==> src/rtl/ps2_pkg.sv <==
// rtl/ps2_pkg.sv - shared register map, status bits and receiver states for the PS/2 keyboard port
package ps2_pkg;

  localparam logic [1:0] REG_DATA   = 2'd0;
  localparam logic [1:0] REG_STATUS = 2'd1;

  localparam int ST_NOT_EMPTY  = 0;
  localparam int ST_FULL       = 1;
  localparam int ST_OVERRUN    = 2;
  localparam int ST_PARITY_ERR = 3;
  localparam int ST_FRAME_ERR  = 4;
  localparam int ST_IRQ_EN     = 7;

  typedef enum logic [1:0] {
    IDLE   = 2'd0,
    DATA   = 2'd1,
    PARITY = 2'd2,
    STOP   = 2'd3
  } rx_state_t;

endpackage

==> src/rtl/ps2_rx_frame.sv <==
// rtl/ps2_rx_frame.sv - PS/2 pin synchronisers, clock filter and 11-bit frame receiver
module ps2_rx_frame
  import ps2_pkg::*;
#(
  parameter int FILTER_LEN     = 8,
  parameter int TIMEOUT_CYCLES = 25000
) (
  input  logic       clk,
  input  logic       rst_n,
  input  logic       ps2_clk,
  input  logic       ps2_data,
  output logic       rx_valid,
  output logic [7:0] rx_byte,
  output logic       parity_err_p,
  output logic       frame_err_p
);

  localparam int FW = $clog2(FILTER_LEN + 1);
  localparam int TW = $clog2(TIMEOUT_CYCLES + 1);

  logic [1:0]    clk_sync, data_sync;
  logic [FW-1:0] flt_cnt;
  logic          clk_flt, clk_flt_q;
  logic          fe, bit_in, timeout;
  logic [TW-1:0] tmo_cnt;
  logic [7:0]    shift_reg;
  logic [2:0]    bit_cnt;
  logic          par_ok;
  rx_state_t     state, next_state;
  logic          start_c, shift_c, par_c, push_c, perr_c, ferr_c;

  // The filtered level only flips after FILTER_LEN consecutive samples disagree with it.
  always_ff @(posedge clk or negedge rst_n) begin
    if (!rst_n) begin
      clk_sync  <= 2'b11;
      data_sync <= 2'b11;
      flt_cnt   <= '0;
      clk_flt   <= 1'b1;
      clk_flt_q <= 1'b1;
    end else begin
      clk_sync  <= {clk_sync[0], ps2_clk};
      data_sync <= {data_sync[0], ps2_data};
      clk_flt_q <= clk_flt;
      if (clk_sync[1] == clk_flt) begin
        flt_cnt <= '0;
      end else if (flt_cnt == FW'(FILTER_LEN - 1)) begin
        clk_flt <= clk_sync[1];
        flt_cnt <= '0;
      end else begin
        flt_cnt <= flt_cnt + 1'b1;
      end
    end
  end

  assign fe      = clk_flt_q & ~clk_flt;
  assign bit_in  = data_sync[1];
  assign timeout = (state != IDLE) && !fe && (tmo_cnt == TW'(TIMEOUT_CYCLES - 1));
  assign rx_byte = shift_reg;

  always_ff @(posedge clk or negedge rst_n) begin
    if (!rst_n) state <= IDLE;
    else        state <= next_state;
  end

  always_comb begin
    next_state = state;
    if (timeout) begin
      next_state = IDLE;
    end else if (fe) begin
      case (state)
        IDLE:    if (!bit_in) next_state = DATA;
        DATA:    if (bit_cnt == 3'd7) next_state = PARITY;
        PARITY:  next_state = STOP;
        STOP:    next_state = IDLE;
        default: next_state = IDLE;
      endcase
    end
  end

  always_comb begin
    start_c = fe && (state == IDLE) && !bit_in;
    shift_c = fe && (state == DATA);
    par_c   = fe && (state == PARITY);
    push_c  = fe && (state == STOP) && bit_in && par_ok;
    perr_c  = fe && (state == STOP) && !par_ok;
    ferr_c  = (fe && (state == STOP) && !bit_in) || timeout;
  end

  always_ff @(posedge clk or negedge rst_n) begin
    if (!rst_n) begin
      tmo_cnt      <= '0;
      shift_reg    <= '0;
      bit_cnt      <= '0;
      par_ok       <= 1'b0;
      rx_valid     <= 1'b0;
      parity_err_p <= 1'b0;
      frame_err_p  <= 1'b0;
    end else begin
      tmo_cnt      <= (state == IDLE || fe) ? '0 : tmo_cnt + 1'b1;
      rx_valid     <= push_c;
      parity_err_p <= perr_c;
      frame_err_p  <= ferr_c;
      if (start_c) bit_cnt <= '0;
      if (shift_c) begin
        shift_reg <= {bit_in, shift_reg[7:1]};
        bit_cnt   <= bit_cnt + 1'b1;
      end
      if (par_c) par_ok <= ^{shift_reg, bit_in};
    end
  end

endmodule

==> src/rtl/ps2_keyboard.sv <==
// rtl/ps2_keyboard.sv - PS/2 keyboard receiver with scancode FIFO and CPU register interface
module ps2_keyboard
  import ps2_pkg::*;
#(
  parameter int FILTER_LEN     = 8,
  parameter int TIMEOUT_CYCLES = 25000,
  parameter int FIFO_DEPTH     = 16
) (
  input  logic       clk,
  input  logic       rst_n,
  input  logic       ps2_cs,
  input  logic       bus_ce,
  input  logic       we,
  input  logic [1:0] addr,
  input  logic [7:0] data_in,
  output logic [7:0] data_out,
  output logic       irq,
  input  logic       ps2_clk,
  input  logic       ps2_data
);

  localparam int AW = $clog2(FIFO_DEPTH);

  logic       rx_valid, parity_err_p, frame_err_p;
  logic [7:0] rx_byte;
  logic [7:0] mem [FIFO_DEPTH];
  logic [AW:0] wptr, rptr;
  logic       empty, full, pop, do_pop, do_push, st_wr;
  logic       overrun, parity_err, frame_err, irq_en;
  logic       unused_bits;

  ps2_rx_frame #(
    .FILTER_LEN    (FILTER_LEN),
    .TIMEOUT_CYCLES(TIMEOUT_CYCLES)
  ) u_rx (
    .clk         (clk),
    .rst_n       (rst_n),
    .ps2_clk     (ps2_clk),
    .ps2_data    (ps2_data),
    .rx_valid    (rx_valid),
    .rx_byte     (rx_byte),
    .parity_err_p(parity_err_p),
    .frame_err_p (frame_err_p)
  );

  assign empty   = (wptr == rptr);
  assign full    = (wptr[AW] != rptr[AW]) && (wptr[AW-1:0] == rptr[AW-1:0]);
  assign pop     = ps2_cs && bus_ce && !we && (addr == REG_DATA);
  assign st_wr   = ps2_cs && bus_ce && we && (addr == REG_STATUS);
  assign do_pop  = pop && !empty;
  // A pop in the same cycle frees the slot, so a push into a full FIFO still lands.
  assign do_push = rx_valid && (!full || do_pop);
  assign irq     = irq_en && !empty;
  assign unused_bits = ^{data_in[6:5], data_in[1:0]};

  always_ff @(posedge clk) begin
    if (do_push) mem[wptr[AW-1:0]] <= rx_byte;
  end

  always_ff @(posedge clk or negedge rst_n) begin
    if (!rst_n) begin
      wptr       <= '0;
      rptr       <= '0;
      overrun    <= 1'b0;
      parity_err <= 1'b0;
      frame_err  <= 1'b0;
      irq_en     <= 1'b0;
    end else begin
      if (do_push) wptr <= wptr + 1'b1;
      if (do_pop)  rptr <= rptr + 1'b1;
      overrun    <= (rx_valid && full && !do_pop) || (overrun    && !(st_wr && data_in[ST_OVERRUN]));
      parity_err <= parity_err_p                  || (parity_err && !(st_wr && data_in[ST_PARITY_ERR]));
      frame_err  <= frame_err_p                   || (frame_err  && !(st_wr && data_in[ST_FRAME_ERR]));
      if (st_wr) irq_en <= data_in[ST_IRQ_EN];
    end
  end

  always_comb begin
    data_out = '0;
    case (addr)
      REG_DATA:   data_out = empty ? 8'h00 : mem[rptr[AW-1:0]];
      REG_STATUS: begin
        data_out[ST_NOT_EMPTY]  = !empty;
        data_out[ST_FULL]       = full;
        data_out[ST_OVERRUN]    = overrun;
        data_out[ST_PARITY_ERR] = parity_err;
        data_out[ST_FRAME_ERR]  = frame_err;
        data_out[ST_IRQ_EN]     = irq_en;
      end
      default: data_out = '0;
    endcase
  end

endmodule

==> config.mk <==
export PLATFORM = sky130hd
export DESIGN_NAME = ps2_keyboard
export DESIGN_NICKNAME = d
export VERILOG_FILES = /design/src/rtl/ps2_pkg.sv /design/src/rtl/ps2_rx_frame.sv /design/src/rtl/ps2_keyboard.sv
export SDC_FILE = /design/constraint.sdc
export NUM_CORES = 1
export LEC_CHECK = 0
export CAP_MARGIN = 20
export CORE_ASPECT_RATIO = 0.7
export CORE_UTILIZATION = 35
export CTS_BUF_LIST = sky130_fd_sc_hd__clkbuf_4 sky130_fd_sc_hd__clkbuf_8 sky130_fd_sc_hd__clkbuf_16
export CTS_CLUSTER_DIAMETER = 50
export DETAILED_ROUTE_END_ITERATION = 10
export PLACE_DENSITY = 0.59
export RECOVER_POWER = 50
export SYNTH_ARGS = -nofsm -noshare
export SYNTH_HDL_FRONTEND = slang
export SYNTH_SLANG_ARGS = --single-unit
==> constraint.sdc <==
create_clock -name clk -period 2.7 [get_ports clk]
set_input_delay 0.54 -clock clk [delete_from_list [all_inputs] [get_ports clk]]
set_output_delay 0.54 -clock clk [all_outputs]
set_load 0.02 [all_outputs]
* After elaboration in Yosys (flattened, before gate mapping)
Memory sizes are Yosys's and may differ from the RTL's. Cells that the tools add are included.
Word-level totals: bits of input ports 17, output and inout port bits 9, memories kept 1, bits in writable memories 128, word-level logic and storage cells 109, flip-flop bits (word level) 56
Memory list:
- mem | depth 16, width 8, read ports 1, clocked after Yosys merged registers in 0, write ports 1, RTL line ps2_keyboard.sv:26 | logic [7:0] mem [FIFO_DEPTH];
Operators by class: reduce and logical (&&, ||, !) cells 52, bitwise logic cells 3, eq/ne operators 13, mux-type cells 16, add/subtract/negate cells 5
Operator list (count):
- $logic_and A1 B1 Y1 | 28
- $add A15 B1 Y15 const B | 1
- $eq A15 B15 Y1 const B | 1
- $mux W15 | 1
- $add A5 B1 Y5 const B | 2
- $logic_not A1 Y1 | 10
- $mux W2 | 5
- $pmux W5 S2 | 1
- $reduce_xor A9 Y1 | 1
- $mux W4 | 2
- $mux W8 | 1
- $pmux W2 S4 | 1
- $logic_or A1 B1 Y1 | 6
- $mux W3 | 2
- $reduce_bool A2 Y1 | 3
- $eq A5 B5 Y1 | 1
- $add A4 B1 Y4 const B | 1
- $eq A2 B1 Y1 const B | 2
- $eq A2 B2 Y1 const B | 2
- $eq A4 B3 Y1 const B | 1
- $eq A4 B4 Y1 | 1
- $logic_not A2 Y1 | 2
- $add A3 B1 Y3 const B | 1
- $eq A3 B3 Y1 const B | 1
- other kinds (10) | 12

* Logic depth before layout (Yosys ltp)
Gate-level depths: netlist of run 1.
depth in word-level cells 8, depth in mapped cells 7, gate-level depth less buffers 7

* Cells and area by module
A second synthesis of run 1 with hierarchy kept.
Unflattened totals: cell total of the unflattened synthesis 465, area total of the unflattened synthesis 7676.1 µm²
Modules (own cells, without submodules):
- ps2_keyboard | seq. area each 4194.0 µm², times used 1, area an instance 5764.3 µm², cells an instance 296
- ps2_rx_frame | seq. area each 1058.5 µm², times used 1, area an instance 1911.8 µm², cells an instance 169

* Least setup slack after synthesis of run 1
OpenSTA, ideal clock, no wires.
path kind input port to flip-flop, from in addr[1], to mem mem[3][0], enable pin, library setup time 383 ps, arrival 2159 ps, required time 2317 ps, stages 5, path slack 158 ps, buffers on the path 1, cell sequence or4_1 -> a31oi_1 -> buf_2 -> nand2_1 -> nor3_1
On the way: cells in the longest elaborated chain, start to end 7
RTL lines:
- start, declared | RTL line ps2_keyboard.sv:14 | input logic [1:0] addr,
- $logic_not A2 Y1 | RTL line ps2_keyboard.sv:48 | assign pop = ps2_cs && bus_ce && !we && (addr == REG_DATA);
- $logic_and A1 B1 Y1 | RTL line ps2_keyboard.sv:48
- $logic_and A1 B1 Y1 | RTL line ps2_keyboard.sv:50 | assign do_pop = pop && !empty;
- $logic_or A1 B1 Y1 | RTL line ps2_keyboard.sv:52 | assign do_push = rx_valid && (!full || do_pop);
- $logic_and A1 B1 Y1 | RTL line ps2_keyboard.sv:52
- $mux W1 | RTL line ps2_keyboard.sv:57 | if (do_push) mem[wptr[AW-1:0]] <= rx_byte;
- $mux W1 (not written as such) | RTL line ps2_keyboard.sv:57
- end, declared | RTL line ps2_keyboard.sv:26
No other way between the ends.

* Worst setup path in the final report of run 1
from reg rptr[0], to out data_out[5]
On the way: cells in the longest elaborated chain, start to end 3, elaborated cells on any way between the ends 4, classes of those cells 1 x eq/ne; 2 x mux; 1 x memory
RTL lines:
- start, declared | RTL line ps2_keyboard.sv:27 | logic [AW:0] wptr, rptr;
- start signal, assigned | RTL line ps2_keyboard.sv:70 | if (do_pop) rptr <= rptr + 1'b1;
- $mem_v2 Z16 W8 or $eq A5 B5 Y1 (tied branches)
- $mux W8 * | RTL line ps2_keyboard.sv:81 | REG_DATA: data_out = empty ? 8'h00 : mem[rptr[AW-1:0]];
- $mux W2 * | RTL line ps2_keyboard.sv:80 | case (addr)
- end, declared | RTL line ps2_keyboard.sv:16 | output logic [7:0] data_out,
Every way passes the cells marked *; elsewhere a longest branch is shown, timed or not.

==> reports/summary.txt, run 1 <==
Crit path required time -> 2.16 ns
Finished Layout Cells -> 831
Worst skew pair latency -> 0.42 ns
# fillers -> 1839
Vias in the first global route -> 4390
Peak Freq -> 0.344 GHz
First-pass GRT wire length -> 25.6 mm
Arrival time at the worst endpoint -> 2.37 ns
Final WS setup -> -0.209 ns
Seq/Total Area, Yosys -> 68.7%
Area grow syn2layout -> 24.6%
Placed cell count -> 791
Failing checks -> setup timing
IO Count -> 26
GRT Overall Usage -> 15.7%
CP Class -> flip-flop to output port
Grt ovf -> 0
DRT Pass-1 Iters -> 5
Synth Instances -> 459
Setup TNS -> -1.13 ns
Vias/cell -> 5.12
Routed via count -> 4255
Most common cell in the netlist -> edfxtp_1
Core ar. -> 21100 µm²
Final setup viols -> 8
Synth Cell Area -> 7650 µm²
Initial Util -> 36.3%
CTS tree -> built
Post-synthesis register bit count -> 184
I/O Buffers -> 21
Max VDD drop -> 0.439 mV
Die ar. -> 22500 µm²
Largest cells by area after synthesis -> edfxtp_1 50%, dfrtp_1 16%, mux4_2 9.1%
Status -> finished, violations left
Clock slew at reported path FFs -> 0.07 ns
Clock root cell -> clkbuf_16
Pwr dens -> 683 nW/µm²
WL/cell -> 19.9 µm
Clk sink count -> 184
Antenna violations before repair -> 0
DIE HEIGHT -> 126 µm
CTS buffer count -> 17
Fin crit share -> 108%
Worst r2r path cells -> 10
Distinct cells, synth -> 45
Fin. Hold Viols -> 0
# diodes -> 0
Starting DRT DRC Count -> 284
Total of max-cap violations -> 0
Unrepaired setup endpoints after global routing -> true
Nets -> 573
H-Tree Depth -> 4
Number of flops mapped to enable cells by yosys -> 128
Post-synth top cells -> 128 x edfxtp_1, 50 x dfrtp_1, 31 x mux4_2, 28 x nand2_1, 23 x nor2_1
Pins over their slew limit -> 0
Yosys warns -> 0
Gpl congestion -> 0.766
R2R Path End -> mem[3][1]
Final wirelength -> 16.5 mm
Worst slew margin -> 5.68%
Layout cells sized above 1 -> 29.7%
Post-Route Utilization -> 45.2%
Reg-to-Reg Start -> rptr[0]
Worst hold-check path type -> flip-flop to flip-flop
Actual slew at the worst max-slew pin -> 1.41 ns
Critical path endpoint -> data_out[5]
Yosys top cell area share -> 50.3%
DRC Markers -> 0
Fin area -> 9530 µm²
Syn nets -> 490
CTS Hold Bufs -> 0
Core Rows -> 44
Maximum clock insertion buffer count -> 2
Largest area contributor in the netlist -> edfxtp_1
R2r setup slk -> 0.25 ns
Max FO, Critical Path -> 5
HPWL after DPL -> 11.4 mm
Post-route minimum period -> 2.91 ns
Die X -> 179 µm
Syn Area/Cell -> 16.7 µm²
Leakage power -> 3.59 nW
Crit end category -> output port
Largest net degree at the start of global routing -> 27
Layout Skew -> 0.00817 ns
Top_reg_cell synth -> edfxtp_1
Element type at the critical path start -> flip-flop
Placed Instance Area -> 8720 µm²
Async S/R FF share, synth -> 30.4%
Critical Path Source -> rptr[0]
Post-DRT Antenna Nets -> 0
## cell type report
| type | count | area [µm²] | area share [%] |
|---|---|---|---|
| Timing Repair Buffer | 82 | 970 | 10.2 |
| Sequential cell | 184 | 5250 | 55.1 |
| Multi-Input combinational cell | 248 | 2320 | 24.3 |
| Inverter | 9 | 33.8 | 0.355 |
| Clock inverter | 15 | 181 | 1.90 |
| Clock buffer | 17 | 425 | 4.46 |
| Tap cell | 276 | 345 | 3.62 |
## state kept, by name (all words and copies together), names as in the netlist, 2 cells and up
name	flops
u_rx.bit_cnt	3
u_rx.data_sync	2
mem	128
u_rx.state	2
u_rx.rx_byte	8
u_rx.tmo_cnt	15
u_rx.clk_sync	2
wptr	5
rptr	5
u_rx.flt_cnt	4
## cell usage in the layout, fill, tap and decap left out, drive strengths merged, types with 14 or more instances in the layout
master	count
buf	67
xnor2	19
edfxtp	128
mux4	34
and3	17
xor2	16
clkbuf	20
nor2	23
ha	14
dfrtp	50
nand2	28
inv	17
## critical path, stage by stage (launching register included)
cell     delay [ns]
dfrtp_2        0.39
buf_6          0.14
buf_12         0.13
mux4_2         0.51
mux4_2         0.48
and3_4         0.17
buf_6          0.12
## stage by stage
stage	hold slack [ns]	total power [mW]	worst slack [ns]
after floorplan	0.244	3.72	0.158
after global placement	0.347	3.93	-0.332
after detailed placement	0.348	3.97	-0.315
after CTS	0.115	6.56	-0.229
after global routing	0.366	6.74	-0.266
final	0.358	6.51	-0.209
## worst min path at each step
stage | depth (start not counted) | from | to
6_report | 0 | u_rx.clk_sync[0] | u_rx.clk_sync[1]
4_1_cts | 1 | rst_n | u_rx.rx_byte[6]
5_1_grt | 0 | u_rx.clk_sync[0] | u_rx.clk_sync[1]
3_3_place_gp | 0 | u_rx.clk_sync[0] | u_rx.clk_sync[1]
2_1_floorplan | 0 | rst_n | frame_err
3_5_place_dp | 0 | u_rx.clk_sync[0] | u_rx.clk_sync[1]
## metal layers
layer  part of all wire [%]  global-route usage (%)
met2                     44                    23.1
met4                   0.85                    3.94
met5                      0                       0
met1                     50                    24.0
met3                    4.5                    2.90
## power breakdown
part	internal [mW]	total, mW	switching, mW
combinational	0.371	0.737	0.366
sequential	3.13	3.25	0.119
clock	1.33	2.52	1.19
total	4.84	6.51	1.67
## cells by family after synthesis
family,share of synthesized area [%]
AND/OR/NAND/NOR,7.31
buffers and inverters,1.91
AO/OA/AOI/OAI,3.86
XOR/XNOR,4.01
multiplexers,11.9
flip-flops,68.7
adder cells (fa/ha/maj),2.29
## timing repair
action | 4_1_cts | 5_1_grt
pin swaps | 15 | 6
resized for setup | 71 | 8
gates cloned | 2 | 0
buffers inserted | 6 | 0
setup endpoints to repair | 9 | 17
Power figures use the tool's default switching activity.
==> run 2, diff against run 1 <==
--- a/config.mk
+++ b/config.mk
@@ -11,3 +11,2 @@
 export CTS_BUF_LIST = sky130_fd_sc_hd__clkbuf_4 sky130_fd_sc_hd__clkbuf_8 sky130_fd_sc_hd__clkbuf_16
-export CTS_CLUSTER_DIAMETER = 50
 export DETAILED_ROUTE_END_ITERATION = 10
==> constraint.sdc (replaced) <==
create_clock -name clk -period 2.7 [get_ports clk]
set_input_delay 0.27 -clock clk [delete_from_list [all_inputs] [get_ports clk]]
set_output_delay 0.27 -clock clk [all_outputs]
set_load 0.02 [all_outputs]
==> reports/summary.txt, run 2 (synthesized netlist as in run 1, its figures left out) <==
Final setup viols -> 1 (-7)
Starting DRT DRC Count -> 357 (+26%)
HPWL after DPL -> 11.4 mm (-0.25%)
Most frequent cells in the layout -> 128 x edfxtp_1, 49 x dfrtp_1, 32 x mux4_2
Setup TNS -> -0.00855 ns (+1.13 ns)
Gpl congestion -> 0.773 (+0.93%)
WL/cell -> 20.1 µm (+1.2%)
Max VDD drop -> 0.408 mV (-7.1%)
Crit end category -> output port
Power Total -> 6.41 mW (-1.4%)
CP Class -> flip-flop to output port
First-pass GRT wire length -> 25.7 mm (+0.46%)
Most common cell after layout, fill and taps aside -> edfxtp_1
Pins over their slew limit -> 0 (unchanged)
# diodes -> 0 (unchanged)
DIE HEIGHT -> 126 µm (unchanged)
Initial Util -> 36.3% (unchanged)
Largest net degree at the start of global routing -> 57 (+110%)
Element type at the critical path start -> flip-flop
Pwr dens -> 685 nW/µm² (+0.30%)
GRT Overall Usage -> 15.7% (-0.073 points)
H-Tree Depth -> 4 (unchanged)
Worst hold-check path type -> flip-flop to flip-flop
Post-Route Utilization -> 44.4% (-0.77 points)
Nets -> 563 (-1.7%)
Post-DRT Antenna Nets -> 0 (unchanged)
Number of flip-flops in the largest register -> 128 (unchanged)
I/O Buffers -> 21 (unchanged)
Post-route minimum period -> 2.71 ns (-0.200 ns)
Final wirelength -> 16.5 mm (about the same)
Fin crit share -> 100% (-7.4 points)
Max FO, Critical Path -> 10 (+5)
Crit path required time -> 2.43 ns (+0.27 ns)
Antenna violations before repair -> 0 (unchanged)
R2r setup slk -> 0.33 ns (+0.08 ns)
CTS buffer count -> 17 (unchanged)
Status -> finished, violations left
Core ar. -> 21100 µm² (unchanged)
Total of max-cap violations -> 0 (unchanged)
Clk sink count -> 184 (unchanged)
Die X -> 179 µm (unchanged)
Leakage power -> 3.51 nW (-2.1%)
Vias/cell -> 5.17 (+0.98%)
Peak Freq -> 0.369 GHz (+7.4%)
Layout cells sized above 1 -> 28.3% (-1.5 points)
CTS tree -> built
Worst slew margin -> 8.17% (+2.5 points)
Actual slew at the worst max-slew pin -> 1.38 ns (-0.0373 ns)
Clock root cell -> clkbuf_16
Maximum clock insertion buffer count -> 2 (unchanged)
Layout Skew -> 0.0120 ns (+0.00381 ns)
Area grow syn2layout -> 22.5%
Clock slew at reported path FFs -> 0.07 ns (about the same)
Die ar. -> 22500 µm² (unchanged)
Routed via count -> 4245 (-0.24%)
Unrepaired setup endpoints after global routing -> true
DRC Markers -> 0 (unchanged)
Fin. Hold Viols -> 0 (unchanged)
Vias in the first global route -> 4383 (-0.16%)
Failing checks -> setup timing
Grt ovf -> 0 (unchanged)
Final WS setup -> -0.00855 ns (+0.200 ns)
Core Rows -> 44 (unchanged)
Arrival time at the worst endpoint -> 2.44 ns (+0.07 ns)
DRT Pass-1 Iters -> 5 (unchanged)
Worst skew pair latency -> 0.43 ns (about the same)
IO Count -> 26 (unchanged)
-- run 2: path summary, 6_finish.rpt --
kind	startpoint	endpoint	depth (start not counted)
worst max-delay path	rptr[0]	data_out[5]	5
worst min-delay path	u_rx.clk_sync[0]	u_rx.clk_sync[1]	0
worst max register to register	rptr[0]	mem[3][1]	9
worst min register to register	u_rx.clk_sync[0]	u_rx.clk_sync[1]	0
max in group asynchronous	rst_n	rptr[0]	3
min in group asynchronous	rst_n	parity_err	3
-- run 2: per-stage QoR --
step	setup WS (ns)	std cells	hold slack, ns	instance area [µm²]
6_report	-0.00855	821	0.359	9370
5_1_grt	-0.0775	821	0.362	9370
4_1_cts	-0.0479	818	0.231	9250
3_5_place_dp	-0.0536	779	0.350	8620
3_3_place_gp	-0.0412	779	0.349	8620
2_1_floorplan	0.428	459	-0.0256	7650
-- run 2: cell type report --
type,instances,area [µm²]
timing repair buffer,72,836
clock buffer,17,425
fill,1816,11700
multi-input combinational,248,2320
clock inverter,15,155
inverter,9,33.8
sequential,184,5250
tap,276,345
-- run 2: critical path, cell delays in order (launching register included) --
cell	delay [ns]
dfrtp_2	0.45
buf_12	0.17
mux4_1	0.57
mux4_2	0.47
and3_4	0.20
buf_2	0.15
-- run 2: repair_timing --
item,4_1_cts,5_1_grt
setup buffers,6,4
setup endpoints to repair,9,8
pin swaps,4,12
gates resized for setup,43,26
hold buffers,1,0
hold endpoints to repair,1,0
-- run 2: report_power, final --
part / switching [mW] / total (mW) / internal, mW / leakage [nW]
clock: 1.15 / 2.46 / 1.31 / 0.289
sequential: 0.122 / 3.25 / 3.13 / 1.97
combinational: 0.347 / 0.699 / 0.351 / 1.26
total: 1.62 / 6.41 / 4.80 / 3.51
-- run 2: routing by layer --
metal | track usage (%) | vias to the layer above | wire length [µm]
li1 | - | 1912 | -
met1 | 23.7 | 2207 | 8250
met2 | 23.0 | 106 | 7360
met3 | 3.14 | 20 | 766
met4 | 4.09 | 0 | 165
met5 | 0 | - | 0
==> run 3, diff against run 2 <==
SKIP_CTS_REPAIR_TIMING = 1   (was not set)
==> reports/summary.txt, run 3 (synthesized netlist as in run 1, its figures left out) <==
DRT Pass-1 Iters -> 5 (unchanged)
Crit-path cells -> buf_8, buf_12, buf_6, mux4_2, a22oi_1, nand2_1, a22o_1, buf_6
Peak Freq -> 0.360 GHz (-2.4%)
Placed cell count -> 779 (unchanged)
Final setup viols -> 7 (+6)
I/O Buffers -> 21 (unchanged)
Max VDD drop -> 0.409 mV (+0.36%)
WL/cell -> 20.2 µm (+0.19%)
Final wirelength -> 16.6 mm (+0.31%)
Layout Skew -> 0.0116 ns (-0.000342 ns)
Initial Util -> 36.3% (unchanged)
# fillers -> 1819 (+0.17%)
CTS buffer count -> 17 (unchanged)
Gpl congestion -> 0.773 (unchanged)
Leakage power -> 3.55 nW (+0.89%)
Arrival time at the worst endpoint -> 2.50 ns (+0.06 ns)
Worst slew margin -> 8.65% (+0.48 points)
Post-route minimum period -> 2.77 ns (+0.0655 ns)
Post-DRT Antenna Nets -> 0 (unchanged)
Vias in the first global route -> 4335 (-1.1%)
Vias/cell -> 5.13 (-0.71%)
Die X -> 179 µm (unchanged)
Placed Instance Area -> 8620 µm² (unchanged)
Routed via count -> 4220 (-0.59%)
# diodes -> 0 (unchanged)
CTS tree -> built
Pwr dens -> 687 nW/µm² (+0.26%)
Largest net degree at the start of global routing -> 57 (unchanged)
Worst hold-check path type -> input pin to asynchronous set/reset pin
GRT Overall Usage -> 15.6% (-0.086 points)
Core ar. -> 21100 µm² (unchanged)
HPWL after DPL -> 11.4 mm (unchanged)
Post-Route Utilization -> 44.4% (about the same)
Most frequent CP cell -> buf_6
Nets -> 564 (+0.18%)
Clock slew at reported path FFs -> 0.08 ns (about the same)
Clk sink count -> 184 (unchanged)
Number of flip-flops in the largest register -> 128 (unchanged)
Die ar. -> 22500 µm² (unchanged)
Crit-path leading delay family -> buffers and inverters
DIE HEIGHT -> 126 µm (unchanged)
CP Class -> flip-flop to output port
Total of max-cap violations -> 0 (unchanged)
Final WS setup -> -0.0741 ns (-0.0655 ns)
Worst r2r path cells -> 9 (unchanged)
Antenna violations before repair -> 0 (unchanged)
Worst path max stage delay -> 0.52 ns (-0.05 ns)
Unrepaired setup endpoints after global routing -> true
Multi-input gate area -> 2290 µm² (-0.97%)
Clock root cell -> clkbuf_16
First-pass GRT wire length -> 25.6 mm (-0.56%)
Actual slew at the worst max-slew pin -> 1.37 ns (-0.00722 ns)
Slowest cell on crit path -> dfrtp_2
Fin. Hold Viols -> 0 (unchanged)
Maximum clock insertion buffer count -> 2 (unchanged)
Register area -> 5250 µm² (unchanged)
Failing checks -> setup timing
Most common cell after layout, fill and taps aside -> edfxtp_1
Max FO, Critical Path -> 8 (-2)
Dpl ws -> -0.0536 ns (unchanged)
Status -> finished, violations left
Layout cells sized above 1 -> 28.0% (-0.23 points)
DRC Markers -> 0 (unchanged)
Fin area -> 9360 µm² (about the same)
Starting DRT DRC Count -> 356 (-0.28%)
Pins over their slew limit -> 0 (unchanged)
Core Rows -> 44 (unchanged)
CP Buf/Inv Count -> 4 (+2)
CP Depth -> 8 (+3)
Worst skew pair latency -> 0.43 ns (about the same)
Most frequent cells in the layout -> 128 x edfxtp_1, 49 x dfrtp_1, 34 x mux4_2
Area grow syn2layout -> 22.4% (about the same)
Crit end category -> output port
IO Count -> 26 (unchanged)
H-Tree Depth -> 4 (unchanged)
Power Total -> 6.43 mW (+0.16%)
Element type at the critical path start -> flip-flop
Finished Layout Cells -> 822 (+0.12%)
Fin crit share -> 103% (+2.4 points)
Crit path required time -> 2.43 ns (about the same)
Grt ovf -> 0 (unchanged)
-- run 3: power by group --
part	leakage, nW	internal (mW)	switching [mW]
sequential	1.97	3.13	0.127
combinational	1.29	0.355	0.348
clock	0.289	1.31	1.15
total	3.55	4.80	1.63
-- run 3: stage by stage --
stage | setup TNS, ns | hold slack [ns]
2_1_floorplan | 0 | -0.0256
3_3_place_gp | -0.0765 | 0.349
4_1_cts | -3.57 | -0.00236
3_5_place_dp | -0.0931 | 0.350
6_report | -0.247 | 0.220
5_1_grt | -0.896 | 0.358
-- run 3: worst paths after layout --
kind | end | slack [ns] | start
min in group clk | u_rx.clk_sync[1] | 0.36 | u_rx.clk_sync[0]
worst max register to register | mem[3][1] | 0.27 | rptr[0]
max in group asynchronous | rptr[0] | 1.56 | rst_n
worst min register to register | u_rx.clk_sync[1] | 0.36 | u_rx.clk_sync[0]
worst max-delay path | data_out[2] | -0.07 | rptr[0]
worst min-delay path | parity_err | 0.22 | rst_n
-- run 3: layout make-up --
cell class	count	share of cell area (%)
multi-input combinational	248	24.5
timing repair buffer	73	9.08
tap	276	3.69
clock inverter	15	1.66
sequential	184	56.1
clock buffer	17	4.55
inverter	9	0.361
-- run 3: worst register-to-register path, cell delays in order (launching register included) --
cell	delay [ns]
dfrtp_2	0.52
buf_12	0.17
xor2_1	0.26
nor4_4	0.07
buf_4	0.16
a31oi_1	0.20
buf_4	0.25
nand2_1	0.10
nor3_1	0.15
buf_4	0.23
-- run 3: layer usage --
metal  part of all wire [%]  global-route usage [%]  vias to the layer above
li1                       -                       -                     1904
met1                     49                    23.7                     2190
met2                     44                    22.6                      108
met3                    5.0                    3.14                       18
met4                    1.3                    4.09                        0
met5                      0                       0                        -
